## src/rtl/limp_pkg.sv

```systemverilog
`default_nettype none
// ============================================================================
//  Module      : limp_pkg
//  Description : Mode codes, sequencer state encodings and the state-to-
//                actuator output decode shared by the limp actuator sequencer.
//  Revision    : 1.0 - initial release
// ============================================================================
package limp_pkg;

    // Mode codes driven by the tank mode register
    localparam logic [1:0] NADA    = 2'b00;
    localparam logic [1:0] ADB     = 2'b01;
    localparam logic [1:0] LIMP    = 2'b10;
    localparam logic [1:0] ILLEGAL = 2'b11;

    // Sequencer state encodings
    localparam logic [2:0] IDLE  = 3'd0;
    localparam logic [2:0] DOSE  = 3'd1;
    localparam logic [2:0] DOSED = 3'd2;
    localparam logic [2:0] DRAIN = 3'd3;
    localparam logic [2:0] FLUSH = 3'd4;
    localparam logic [2:0] FILL  = 3'd5;
    localparam logic [2:0] FULL  = 3'd6;
    localparam logic [2:0] FAULT = 3'd7;

    // Actuator and status outputs, one bit each
    typedef struct packed {
        logic valve_in;
        logic valve_out;
        logic pump_adb;
        logic ve;
        logic adb_done;
        logic fault;
    } act_t;

    // Each output is a pure function of the state; the interlocks (pump only
    // with the drain closed, ve/adb_done exclusive, both valves only in FLUSH)
    // follow directly from this table.
    function automatic act_t decode_outputs(input logic [2:0] st);
        act_t a;
        a = '0;
        case (st)
            DOSE:    a.pump_adb  = 1'b1;
            DOSED:   a.adb_done  = 1'b1;
            DRAIN:   a.valve_out = 1'b1;
            FLUSH: begin
                a.valve_in  = 1'b1;
                a.valve_out = 1'b1;
            end
            FILL:    a.valve_in  = 1'b1;
            FULL:    a.ve        = 1'b1;
            FAULT:   a.fault     = 1'b1;
            default: a = '0;
        endcase
        return a;
    endfunction

endpackage
`default_nettype wire

```

## src/rtl/level_debounce.sv

```systemverilog
`default_nettype none
// ============================================================================
//  Module      : level_debounce
//  Description : Accepts a new level on a raw sensor input only after DEB_CYC
//                consecutive samples that all disagree with the current level.
//                The level loads straight from the raw input during reset.
//  Revision    : 1.0 - initial release
// ============================================================================
module level_debounce #(
    parameter int DEB_CYC = 4
) (
    input  logic clock,
    input  logic reset,
    input  logic i_raw,
    output logic o_level
);

    localparam int              CNT_W    = (DEB_CYC > 1) ? $clog2(DEB_CYC) : 1;
    localparam logic [CNT_W-1:0] CNT_LAST = CNT_W'(DEB_CYC - 1);

    logic             r_level;
    logic [CNT_W-1:0] r_cnt;

    // Count consecutive disagreeing samples; any agreeing sample restarts the run
    always_ff @(posedge clock) begin
        if (reset) begin
            r_level <= i_raw;
            r_cnt   <= '0;
        end else if (i_raw == r_level) begin
            r_cnt   <= '0;
        end else if (r_cnt == CNT_LAST) begin
            r_level <= i_raw;
            r_cnt   <= '0;
        end else begin
            r_cnt   <= r_cnt + CNT_W'(1);
        end
    end

    assign o_level = r_level;

endmodule
`default_nettype wire

```

## src/rtl/limp_actuator_seq.sv

```systemverilog
`default_nettype none
// ============================================================================
//  Module      : limp_actuator_seq
//  Description : Actuator-side sequencer for the tank mode register. Runs the
//                timed dosing (ADB) and drain/rinse/fill (LIMP) sequences and
//                returns tank-full / dosing-done status. Outputs are registered
//                and change on the edge that enters the state driving them.
//  Revision    : 1.0 - initial release
// ============================================================================
module limp_actuator_seq
    import limp_pkg::*;
#(
    parameter int DOSE_CYC  = 16,
    parameter int FLUSH_CYC = 32,
    parameter int DEB_CYC   = 4,
    parameter int TMO_CYC   = 1024,
    parameter int CW        = 11
) (
    input  logic       clock,
    input  logic       reset,
    input  logic [1:0] mode,
    input  logic       low,
    input  logic       high,
    output logic       valve_in,
    output logic       valve_out,
    output logic       pump_adb,
    output logic       ve,
    output logic       adb_done,
    output logic       fault
);

    // Terminal counts: a phase ends when the counter reaches PARAM-1
    localparam logic [CW-1:0] DOSE_LAST  = CW'(DOSE_CYC - 1);
    localparam logic [CW-1:0] FLUSH_LAST = CW'(FLUSH_CYC - 1);
    localparam logic [CW-1:0] TMO_LAST   = CW'(TMO_CYC - 1);

    logic          w_deb_low;
    logic          w_deb_high;
    logic [2:0]    r_state;
    logic [2:0]    w_next;
    logic [CW-1:0] r_cnt;
    act_t          r_act;

    level_debounce #(
        .DEB_CYC (DEB_CYC)
    ) u_deb_low (
        .clock   (clock),
        .reset   (reset),
        .i_raw   (low),
        .o_level (w_deb_low)
    );

    level_debounce #(
        .DEB_CYC (DEB_CYC)
    ) u_deb_high (
        .clock   (clock),
        .reset   (reset),
        .i_raw   (high),
        .o_level (w_deb_high)
    );

    // Next-state: global mode overrides first, then per-phase progression.
    // Timeout is tested before the level sensor so it wins on a tie.
    always_comb begin
        w_next = r_state;
        if (mode == ILLEGAL) begin
            w_next = FAULT;
        end else if (mode == NADA) begin
            w_next = IDLE;
        end else begin
            case (r_state)
                IDLE:  w_next = (mode == ADB) ? DOSE : DRAIN;
                DOSE: begin
                    if (mode != ADB)              w_next = IDLE;
                    else if (r_cnt == DOSE_LAST)  w_next = DOSED;
                end
                DOSED: begin
                    if (mode != ADB)              w_next = IDLE;
                end
                DRAIN: begin
                    if (mode != LIMP)             w_next = IDLE;
                    else if (r_cnt == TMO_LAST)   w_next = FAULT;
                    else if (w_deb_low)           w_next = FLUSH;
                end
                FLUSH: begin
                    if (mode != LIMP)             w_next = IDLE;
                    else if (r_cnt == FLUSH_LAST) w_next = FILL;
                end
                FILL: begin
                    if (mode != LIMP)             w_next = IDLE;
                    else if (r_cnt == TMO_LAST)   w_next = FAULT;
                    else if (w_deb_high)          w_next = FULL;
                end
                FULL: begin
                    if (mode != LIMP)             w_next = IDLE;
                end
                FAULT:   w_next = FAULT;
                default: w_next = IDLE;
            endcase
        end
    end

    // State register
    always_ff @(posedge clock) begin
        if (reset) r_state <= IDLE;
        else       r_state <= w_next;
    end

    // Shared phase/timeout counter: clears on every state entry, saturates
    always_ff @(posedge clock) begin
        if (reset)                   r_cnt <= '0;
        else if (w_next != r_state)  r_cnt <= '0;
        else if (r_cnt != {CW{1'b1}}) r_cnt <= r_cnt + CW'(1);
    end

    // Outputs decoded from the state being entered, so they move with it
    always_ff @(posedge clock) begin
        if (reset) r_act <= '0;
        else       r_act <= decode_outputs(w_next);
    end

    assign valve_in  = r_act.valve_in;
    assign valve_out = r_act.valve_out;
    assign pump_adb  = r_act.pump_adb;
    assign ve        = r_act.ve;
    assign adb_done  = r_act.adb_done;
    assign fault     = r_act.fault;

endmodule
`default_nettype wire

```

## config.mk

```make
export PLATFORM = sky130hd
export DESIGN_NAME = limp_actuator_seq
export DESIGN_NICKNAME = d
export VERILOG_FILES = /design/src/rtl/limp_pkg.sv /design/src/rtl/level_debounce.sv /design/src/rtl/limp_actuator_seq.sv
export SDC_FILE = /design/constraint.sdc
export NUM_CORES = 1
export LEC_CHECK = 0
export ABC_CLOCK_PERIOD_IN_PS = 2900
export BUFFER_PORTS_ARGS = -buffer_cell sky130_fd_sc_hd__buf_2
export CAP_MARGIN = 20
export CORE_AREA = 4 4 56 58
export DETAILED_ROUTE_END_ITERATION = 7
export DIE_AREA = 0 0 60 62
export HOLD_SLACK_MARGIN = 0.05
export PLACE_DENSITY = 0.74
export SYNTH_ARGS = -nofsm -noshare
export SYNTH_HDL_FRONTEND = slang
export SYNTH_SLANG_ARGS = --single-unit
```

## constraint.sdc

```tcl
create_clock -name clock -period 2.9 [get_ports clock]
set_input_delay 0.435 -clock clock [delete_from_list [all_inputs] [get_ports clock]]
set_output_delay 0.435 -clock clock [all_outputs]
set_load 0.01 [all_outputs]
```

Word-level counts from Yosys, hierarchy flattened
Index checks and enable logic that the tools add are counted.
{"block": "classes", "n_eq_ne": 29, "muxes": 28, "addsub": 3, "reduce_logical": 11}
{"op": "$mux W3", "n": 14}
{"op": "$eq A3 B3 Y1 const B", "n": 8}
{"op": "$pmux W3 S8", "n": 1}
{"op": "$eq A3 B2 Y1 const B", "n": 4}
{"op": "$mux W1", "n": 12}
{"op": "$add A11 B1 Y11 const B", "n": 1}
{"op": "$eq A11 B10 Y1 const B", "n": 1}
{"op": "$eq A11 B4 Y1 const B", "n": 1}
{"op": "$eq A11 B5 Y1 const B", "n": 1}
{"op": "$ne A11 B11 Y1 const B", "n": 1}
{"op": "$eq A2 B2 Y1 const B", "n": 3}
{"op": "$eq A3 B1 Y1 const B", "n": 2}
{"op": "$ne A2 B2 Y1 const B", "n": 3}
{"op": "$reduce_or A2 Y1", "n": 3}
{"op": "$reduce_or A3 Y1", "n": 2}
{"op": "$add A2 B1 Y2 const B", "n": 2}
{"op": "$reduce_and A2 Y1", "n": 2}
{"op": "$reduce_bool A2 Y1", "n": 2}
{"op": "$logic_not A3 Y1", "n": 1}
{"op": "$ne A3 B3 Y1", "n": 1}
{"op": "$eq A1 B1 Y1", "n": 2}
{"op": "$eq A2 B1 Y1 const B", "n": 1}
{"op": "$logic_not A2 Y1", "n": 1}
{"op": "$mux W2", "n": 1}
{"op": "$ne A2 B1 Y1 const B", "n": 1}
{"block": "word_totals", "inputBits": 6, "output_inout_bits": 6, "regBits": 26, "elab_cells": 83}

Longest topological paths before layout
Gate-level depths: netlist of run 1.
{"block": "logic_depth", "depth_word": 9, "ltp_mapped": 8, "ltp_nobuf": 7}

Hierarchy
Synthesis of run 1 repeated with hierarchy kept, for this count alone.
{"block": "unflattened", "hier_cells": 157, "area_unflattened_um2": 1380.1}
{"module": "limp_actuator_seq", "area_per_inst_um2": 1132.3, "seq_area_each_um2": 400.4, "cells_each": 139, "instances": 1}
{"module": "level_debounce", "area_per_inst_um2": 123.9, "seq_area_each_um2": 70.1, "cells_each": 9, "instances": 2}

Least setup slack after synthesis of run 1
No wires, ideal clock.
{"block": "synth_timing", "kind": "register to register", "from": "register r_cnt[0]", "to": "register r_cnt[10]", "path_stages_with_launch": 9, "arrival_time_ps": 2161, "n_path_buf": 1, "synth_period_minus_slack_ps": 2249, "setup_slack_ps": 651, "setup_ps": 87, "required_time_ps": 2813, "path_cell_list": "dfxtp_1 > ha_1 > nand3_2 > or4_4 > a221oi_4 > o211a_1 > nor3_2 > buf_6 > nor4_4"}
{"block": "synth_via", "elab_chain_len": 8, "word_cells_on_any_way": 18, "classes_between": "add/sub (1); eq/ne (5); mux (11); reduce/logical (1)"}
{"element": "start, declared", "line": "limp_actuator_seq.sv:41", "rtl": "logic [CW-1:0] r_cnt;"}
{"element": "start signal, assigned", "line": "limp_actuator_seq.sv:113", "rtl": "else if (r_cnt != {CW{1'b1}}) r_cnt <= r_cnt + CW'(1);"}
{"element": "$eq A11 B10 Y1 (tied with other cells)", "line": "limp_actuator_seq.sv:82, limp_actuator_seq.sv:91"}
{"element": "$mux W3, on equally long branches (2 in a row)"}
{"element": "$pmux W3 S8", "line": "limp_actuator_seq.sv:71", "rtl": "case (r_state)"}
{"element": "$mux W3", "line": "limp_actuator_seq.sv:68", "rtl": "end else if (mode == NADA) begin"}
{"element": "$mux W3", "line": "limp_actuator_seq.sv:66", "rtl": "if (mode == ILLEGAL) begin"}
{"element": "$ne A3 B3 Y1", "line": "limp_actuator_seq.sv:112", "rtl": "else if (w_next != r_state) r_cnt <= '0;"}
{"element": "$reduce_or A2 Y1 (no source line)"}
Parallel ways exist; a longest one is shown, timed or not.
A chain may end at the register's enable or synchronous reset.

Final worst setup path of run 1
{"block": "layout_timing", "from": "register r_cnt[0]", "to": "register r_cnt[0]"}
The elaborated chain is that of the path after synthesis.

==> results of run 1 <==
==> flip-flops by register name, indices dropped and copies added, names as in the netlist <==
register,cells
valve_out,1
valve_in,1
u_deb_low.o_level,1
ve,1
adb_done,1
u_deb_high.r_cnt,2
u_deb_high.o_level,1
r_state,3
u_deb_low.r_cnt,2
pump_adb,1
r_cnt,11
fault,1
==> through the flow <==
stage	hold slack, ns	worst slack (ns)	cell area, um^2	power (W)	utilization [%]
floorplan	0.4077	0.6514	1528	0.0005237	-
global placement	0.4139	0.1464	1573	0.0005356	59.07
detailed placement	0.4309	0.02926	1573	0.0005426	59.07
CTS	0.2922	0.2589	1632	0.0007915	61.28
global route	0.2657	0.1385	1632	0.0008281	61.28
finish	0.2985	0.2681	1632	0.0007843	61.28
==> worst max-delay path: stages (launching register included) <==
cell and delay [ns]:
dfxtp_1 0.41, ha_1 0.23, nand3_2 0.11, or4_4 0.55, a221oi_4 0.33, nor3_1 0.12
nor3_4 0.62, nor4_1 0.13
==> area by class of cell <==
type                       count  area, um^2  area share (%)
clock buffer                   3       22.52           1.380
timing repair buffer          15       85.08           5.215
sequential                    26       540.5           33.13
tap                           31       38.79           2.377
inverter                       5       18.77           1.150
multi-input combinational    119       895.9           54.91
clock inverter                 1       30.03           1.840
==> cells by family after synthesis <==
group | Yosys count | share of synthesized area [%]
adder cells (fa/ha/maj) | 3 | 2.457
XOR/XNOR | 9 | 5.160
AND/OR/NAND/NOR | 78 | 35.22
multiplexers | 2 | 1.310
flip-flops | 26 | 35.38
AO/OA/AOI/OAI | 27 | 14.09
buffers and inverters | 14 | 6.388
==> cells in the mapped netlist (3+ instances only) <==
cell      instances  share of area (%)
clkbuf_1          4               0.98
nor4_2            9                7.4
o21ai_0           3               0.98
o21a_1            3                1.5
inv_1             5                1.2
o211ai_1          4                2.0
ha_1              3                2.5
o31ai_1           3                1.5
and3_1            5                2.0
nand4_1           3                1.2
nor4_1            7                2.9
nand3_1           5                1.6
nor3_1            6                2.0
nor2_1           14                3.4
nand2_1           5                1.2
xnor2_1           7                4.0
dfxtp_1          24                 31
or3_1             4                1.6
==> worst paths after layout <==
| path | endpoint | startpoint |
|---|---|---|
| max | r_cnt[0] | r_cnt[0] |
| min | u_deb_low.o_level | low |
| max reg2reg | r_cnt[0] | r_cnt[0] |
| min reg2reg | u_deb_high.r_cnt[0] | u_deb_high.r_cnt[0] |
==> timing repair <==
item / in CTS / in global routing
endpoints found under the hold margin: 0 / 0
endpoints found under the setup margin: 1 / 0
resized for setup: 1 / 0
==> where the power goes <==
group | leakage [nW] | internal [W] | switching (W)
sequential | 0.215 | 0.000378 | 0.0000168
clock | 0.0279 | 0.000140 | 0.000105
combinational | 0.335 | 0.0000523 | 0.0000926
==> layer usage <==
| layer | track usage [%] | vias up |
|---|---|---|
| li1 | - | 623 |
| met1 | 25.79 | 579 |
| met2 | 33.64 | 32 |
| met3 | 2.479 | 7 |
| met4 | 7.595 | 0 |
| met5 | 0 | - |
==> run_results.csv, run 1 <==
group,metric,value,unit
setup_path,required,3.09,ns
place,port_buffers,11,
routing,first_iter_violations,112,
layout,n_antenna_cell,0,
worst_hold_path,hp-class,"primary input to register",
clocking,cts_inserted_buffers,3,
floorplan,die_h,62,um
floorplan,row_count,19,
status,outcome,"complete, no violations",
layout,final.fill_count,240,
clocking,clkTransAtPathRegs,0.14,ns
layout,layout_commonest_cell,"dfxtp_1",
synthesis,avgSynthCellArea,9.608,um^2
sta,final_hold_viol_count,0,
synthesis,synth_nets,168,
place,placed_cells,196,
setup_path,worstSetupEndpointType,"register",
synthesis,synth_edf_count,2,
job,drv_cap,0,
sta,timing.final.crit_share,90.75,%
synthesis,ys.flop_type,"dfxtp_1",
routing,wl,3176,um
routing,dr_wl_met2,1613,um
clocking,postCtsSetupRepairBufs,0,
global_route,grt_pass1_vias,1168,
sta,slew_headroom,52.77,%
clocking,max-clock-path-buffers,2,
setup_path,crit_arrival,2.82,ns
routing,wl_met3,110,um
synthesis,seq_area_frac_synth,35.38,%
pwr,p_leak,0.5782,nW
sta,fmax,380.0,MHz
setup_path,reg2reg_depth,7,
sta,rsz0062_at_grt,"false",
floorplan,die_w,60,um
place,gp_congestion,0.8561,
synthesis,synthCells,159,
synthesis,synthArstFlopShare,0,%
pwr,ir_worst_vdd,0.3680,mV
layout,instances_no_fill,200,
setup_path,criticalPathCategory,"register to register",
global_route,grt_pass1_wl,5513,um
clocking,ctsHoldBuffers,0,
global_route,grtUsageTotal,19.84,%
setup_path,cp_max_fo,11,
routing,maxUsedRoutingLayer,"met4",
layout,final_cell_mix,"dfxtp_1 (24), nor2_1 (14), buf_2 (11)",
clocking,htree_levels,1,
sta,drv_slew,0,
setup_path,cp-start-kind,"register",
sta,tns,0,ns
sta,skew,0.009751,ns
synthesis,synth-seq-cells,26,
clocking,cts_root_buffer,"clkbuf_4",
floorplan,dieArea,3720,um^2
place,hpwl,2238,um
sta,setup_violations,0,
routing,route.detailed.drc,0,
clocking,cts_tree,"yes",
sta,period_needed,2.632,ns
routing,avgViaCountPerCell,6.205,
setup_path,r2r_slack,0.27,ns
layout,syn2layout_area_growth,6.797,%
routing,dr.pass1.iters,4,
sta,worst_pin_slew,0.7062,ns
routing,met1_length,1387,um
pwr,p_per_area,480.7,nW/um^2
routing,vias,1241,
layout,nets,179,
layout,final_layout_size_suffix_gt1_share,21.89,%
floorplan,start_util,57.38,%
clocking,cts_sinks,26,
floorplan,ioPinCount,12,
synthesis,synth_warnings,0,
routing,wl_per_cell,15.88,um
global_route,overflow,0,
floorplan,core_area,2663,um^2
global_route,grt_antenna_before_repair,0,
synthesis,synthesis.area,1528,um^2
clocking,clkLatencyLatePin,0.32,ns
routing,drtAntennaViolNets,0,
global_route,grt_max_degree,16,
worst_hold_path,worst_hold_path.num_cells,1,
synthesis,synthDistinctLibCells,52,
(Power assumes the default switching activity.)
==> inputs of run 2 (changes only) <==
--- a/config.mk
+++ b/config.mk
@@ -5,14 +5,16 @@
 export SDC_FILE = /design/constraint.sdc
 export NUM_CORES = 1
 export LEC_CHECK = 0
+export ABC_AREA = 0
 export ABC_CLOCK_PERIOD_IN_PS = 2900
 export BUFFER_PORTS_ARGS = -buffer_cell sky130_fd_sc_hd__buf_2
 export CAP_MARGIN = 20
-export CORE_AREA = 4 4 56 58
+export CORE_AREA = 4 4 54 56
 export DETAILED_ROUTE_END_ITERATION = 7
-export DIE_AREA = 0 0 60 62
+export DIE_AREA = 0 0 58 60
 export HOLD_SLACK_MARGIN = 0.05
-export PLACE_DENSITY = 0.74
+export PLACE_DENSITY = 0.73
 export SYNTH_ARGS = -nofsm -noshare
 export SYNTH_HDL_FRONTEND = slang
+export SYNTH_HIERARCHICAL = 1
 export SYNTH_SLANG_ARGS = --single-unit
==> run_results.csv, run 2 <==
group,metric,value,unit
synthesis,synth_nets,166,
global_route,gr-max-usage-layer,"met2",
global_route,use_met1,23.81,%
setup_path,cpPeakStageDelay,0.46,ns
clocking,clkTransAtPathRegs,0.13,ns
setup_path,cp_max_fo,11,
worst_hold_path,hp-class,"primary input to register",
pwr,pwr-share-clk,23.3,%
synthesis,synthArstFlopShare,0,%
setup_path,required,3.14,ns
sta,tns,0,ns
synthesis,synth_warnings,6,
pwr,ir_worst_vdd,0.4288,mV
setup_path,cp-start-kind,"register",
synthesis,synth_edf_count,2,
synthesis,synth_common_cells,"dfxtp_1 (24), nor2_1 (18), nand2_1 (10)",
routing,first_iter_violations,36,
synthesis,yosys.area_share.simple,30.46,%
routing,route.detailed.drc,0,
place,pre_cts_ws,0.6281,ns
setup_path,crit_chain,"ha_1 -> nand4_1 -> nor4_2 -> nand3b_1 -> and3_1 -> a211o_1 -> o311ai_2 -> buf_4 -> a211oi_1",
sta,worst_slack,0.5961,ns
sta,drv_slew,0,
synthesis,ys.flop_type,"dfxtp_1",
synthesis,synth-seq-cells,26,
clocking,clkLatencyLatePin,0.31,ns
layout,n_antenna_cell,0,
sta,slew_headroom,67.50,%
layout,final.fill_count,229,
synthesis,synth-xor-area-share,6.346,%
place,placed_cells,192,
layout,instances_no_fill,196,
place,port_buffers,11,
layout,largest-register,"r_cnt",
clocking,htree_levels,1,
synthesis,seq_area_frac_synth,39.17,%
sta,setup_violations,0,
floorplan,start_util,56.74,%
layout,largest_reg_flops,11,
pwr,p_leak,0.5645,nW
routing,wl,2709,um
synthesis,synth.top_cell.area_share,34.81,%
pwr,finalPower,0.0006535,W
status,outcome,"complete, no violations",
synthesis,synthCells,157,
clocking,cts_resized,0,
pwr,combPwrFrac,16.1,%
floorplan,core_area,2432,um^2
place,hpwl,2004,um
global_route,grt_pass1_wl,4795,um
routing,wl_per_cell,13.82,um
setup_path,crit_slowest_cell,"nor4_2",
synthesis,yosysTopAreaCell,"dfxtp_1",
pwr,pwr-share-seq,60.6,%
sta,whs,0.3093,ns
layout,nets,176,
synthesis,synth_top_family_by_area,"simple AND/OR/NAND/NOR gates",
floorplan,die_h,60,um
layout,layout_commonest_cell,"dfxtp_1",
setup_path,criticalPathCategory,"register to register",
global_route,grtUsageTotal,17.74,%
setup_path,worstSetupEndpointType,"register",
clocking,max-clock-path-buffers,2,
pwr,switching_share,27.35,%
floorplan,dieArea,3480,um^2
clocking,postCtsSetupRepairBufs,0,
routing,drtAntennaViolNets,0,
global_route,overflow,0,
setup_path,crit_arrival,2.54,ns
global_route,grtUsageMet3,2.592,%
global_route,use_met2,28.71,%
synthesis,synthTopCellsByArea,"dfxtp_1 (35%), nor2_1 (4.9%), edfxtp_1 (4.4%)",
clocking,ctsHoldBuffers,0,
synthesis,yosysMostFrequentCell,"dfxtp_1",
global_route,grt_antenna_before_repair,0,
global_route,grt_max_degree,18,
pwr,p_int,0.0004747,W
floorplan,ioPinCount,12,
layout,final_cell_mix,"dfxtp_1 (24), nor2_1 (18), buf_2 (11)",
sta,timing.final.crit_share,79.44,%
sta,fmax,434.1,MHz
layout,final_layout_size_suffix_gt1_share,14.46,%
clocking,cts_sinks,26,
floorplan,die_w,58,um
layout,largestRegisters,"r_cnt x11, r_state x3",
routing,dr.pass1.iters,4,
layout,syn2layout_area_growth,6.709,%
pwr,p_per_area,443.8,nW/um^2
floorplan,row_count,18,
clocking,cts_tree,"yes",
routing,avgViaCountPerCell,5.898,
sta,final_hold_viol_count,0,
global_route,grt_pass1_vias,1091,
sta,period_needed,2.304,ns
job,drv_cap,0,
routing,vias,1156,
clocking,cts_root_buffer,"clkbuf_4",
sta,rsz0062_at_grt,"false",
sta,skew,0.003532,ns
synthesis,avgSynthCellArea,8.790,um^2
synthesis,synthDistinctLibCells,43,
synthesis,synthesis.area,1380,um^2
pwr,p_sw,0.0001788,W
synthesis,synthAdderAreaFrac,2.720,%
synthesis,synth_compound_area_share,16.05,%
clocking,cts_inserted_buffers,3,
synthesis,muxShareOfSynthArea,1.451,%
sta,worst_pin_slew,0.4810,ns
place,gp_congestion,0.8538,
run 2: cell count changes in the layout (fill, tap and decap cells not counted), moves of 4 or more:
cell and change:
or3_1 -4, o21ai_0 +4, nand2_1 +5, nor2_1 +4, a21oi_1 +5, nor4_1 -4
nor4_2 -7
run 2: worst max-delay path: cells and delay by family, from the launching register on:
kind,cells,cell delay (ns)
buffers and inverters,1,0.19
AOI/OAI and AO/OA,3,0.42
and+or+nand+nor,4,0.99
adders and majority gates,1,0.22
DFF,1,0.39
run 2: power by group through the flow:
stage	combinational [W]	clock (W)	sequential, W
final	0.000106	0.000152	0.000396
after global routing	0.000118	0.000171	0.000399
after CTS	0.000105	0.000158	0.000396
after detailed placement	0.000104	0	0.000404
after global placement	0.000101	0	0.000402
after floorplan	0.0000850	0	0.000396
run 2: layout make-up:
class                           instances  area [um^2]  area share, %
Multi-Input combinational cell        119        787.0          53.44
Sequential cell                        26        540.5          36.70
Timing Repair Buffer                   12        62.56          4.248
Tap cell                               30        37.54          2.549
Clock buffer                            3        22.52          1.529
Inverter                                5        18.77          1.274
Clock inverter                          1        3.754         0.2549
run 2: final timing paths:
| path | from | to | slack (ns) | depth (start not counted) |
|---|---|---|---|---|
| setup / recovery | r_cnt[0] | r_cnt[4] | 0.60 | 9 |
| hold / removal | low | u_deb_low/o_level | 0.31 | 1 |
| setup reg to reg | r_cnt[0] | r_cnt[4] | 0.60 | 9 |
| hold reg to reg | u_deb_low/r_cnt[0] | u_deb_low/r_cnt[0] | 0.48 | 1 |
run 2: through the flow:
step / instance area, um^2 / util (%)
finish: 1473 / 60.55
floorplan: 1380 / -
CTS: 1473 / 60.55
global route: 1473 / 60.55
global placement: 1446 / 59.47
detailed placement: 1446 / 59.47
run 2: cell families after synthesis:
| family | count (synthesis) |
|---|---|
| simple gates | 73 |
| compound gates | 31 |
| flops | 26 |
| buf+inv | 12 |
| xor+xnor | 10 |
| fa+ha+maj | 3 |
| mux | 2 |
run 2: layer usage:
metal / part of all wire, % / up-vias
met5: 0 / -
met4: 0.96 / 0
met3: 3.3 / 4
met2: 47 / 21
met1: 49 / 546
li1: - / 585
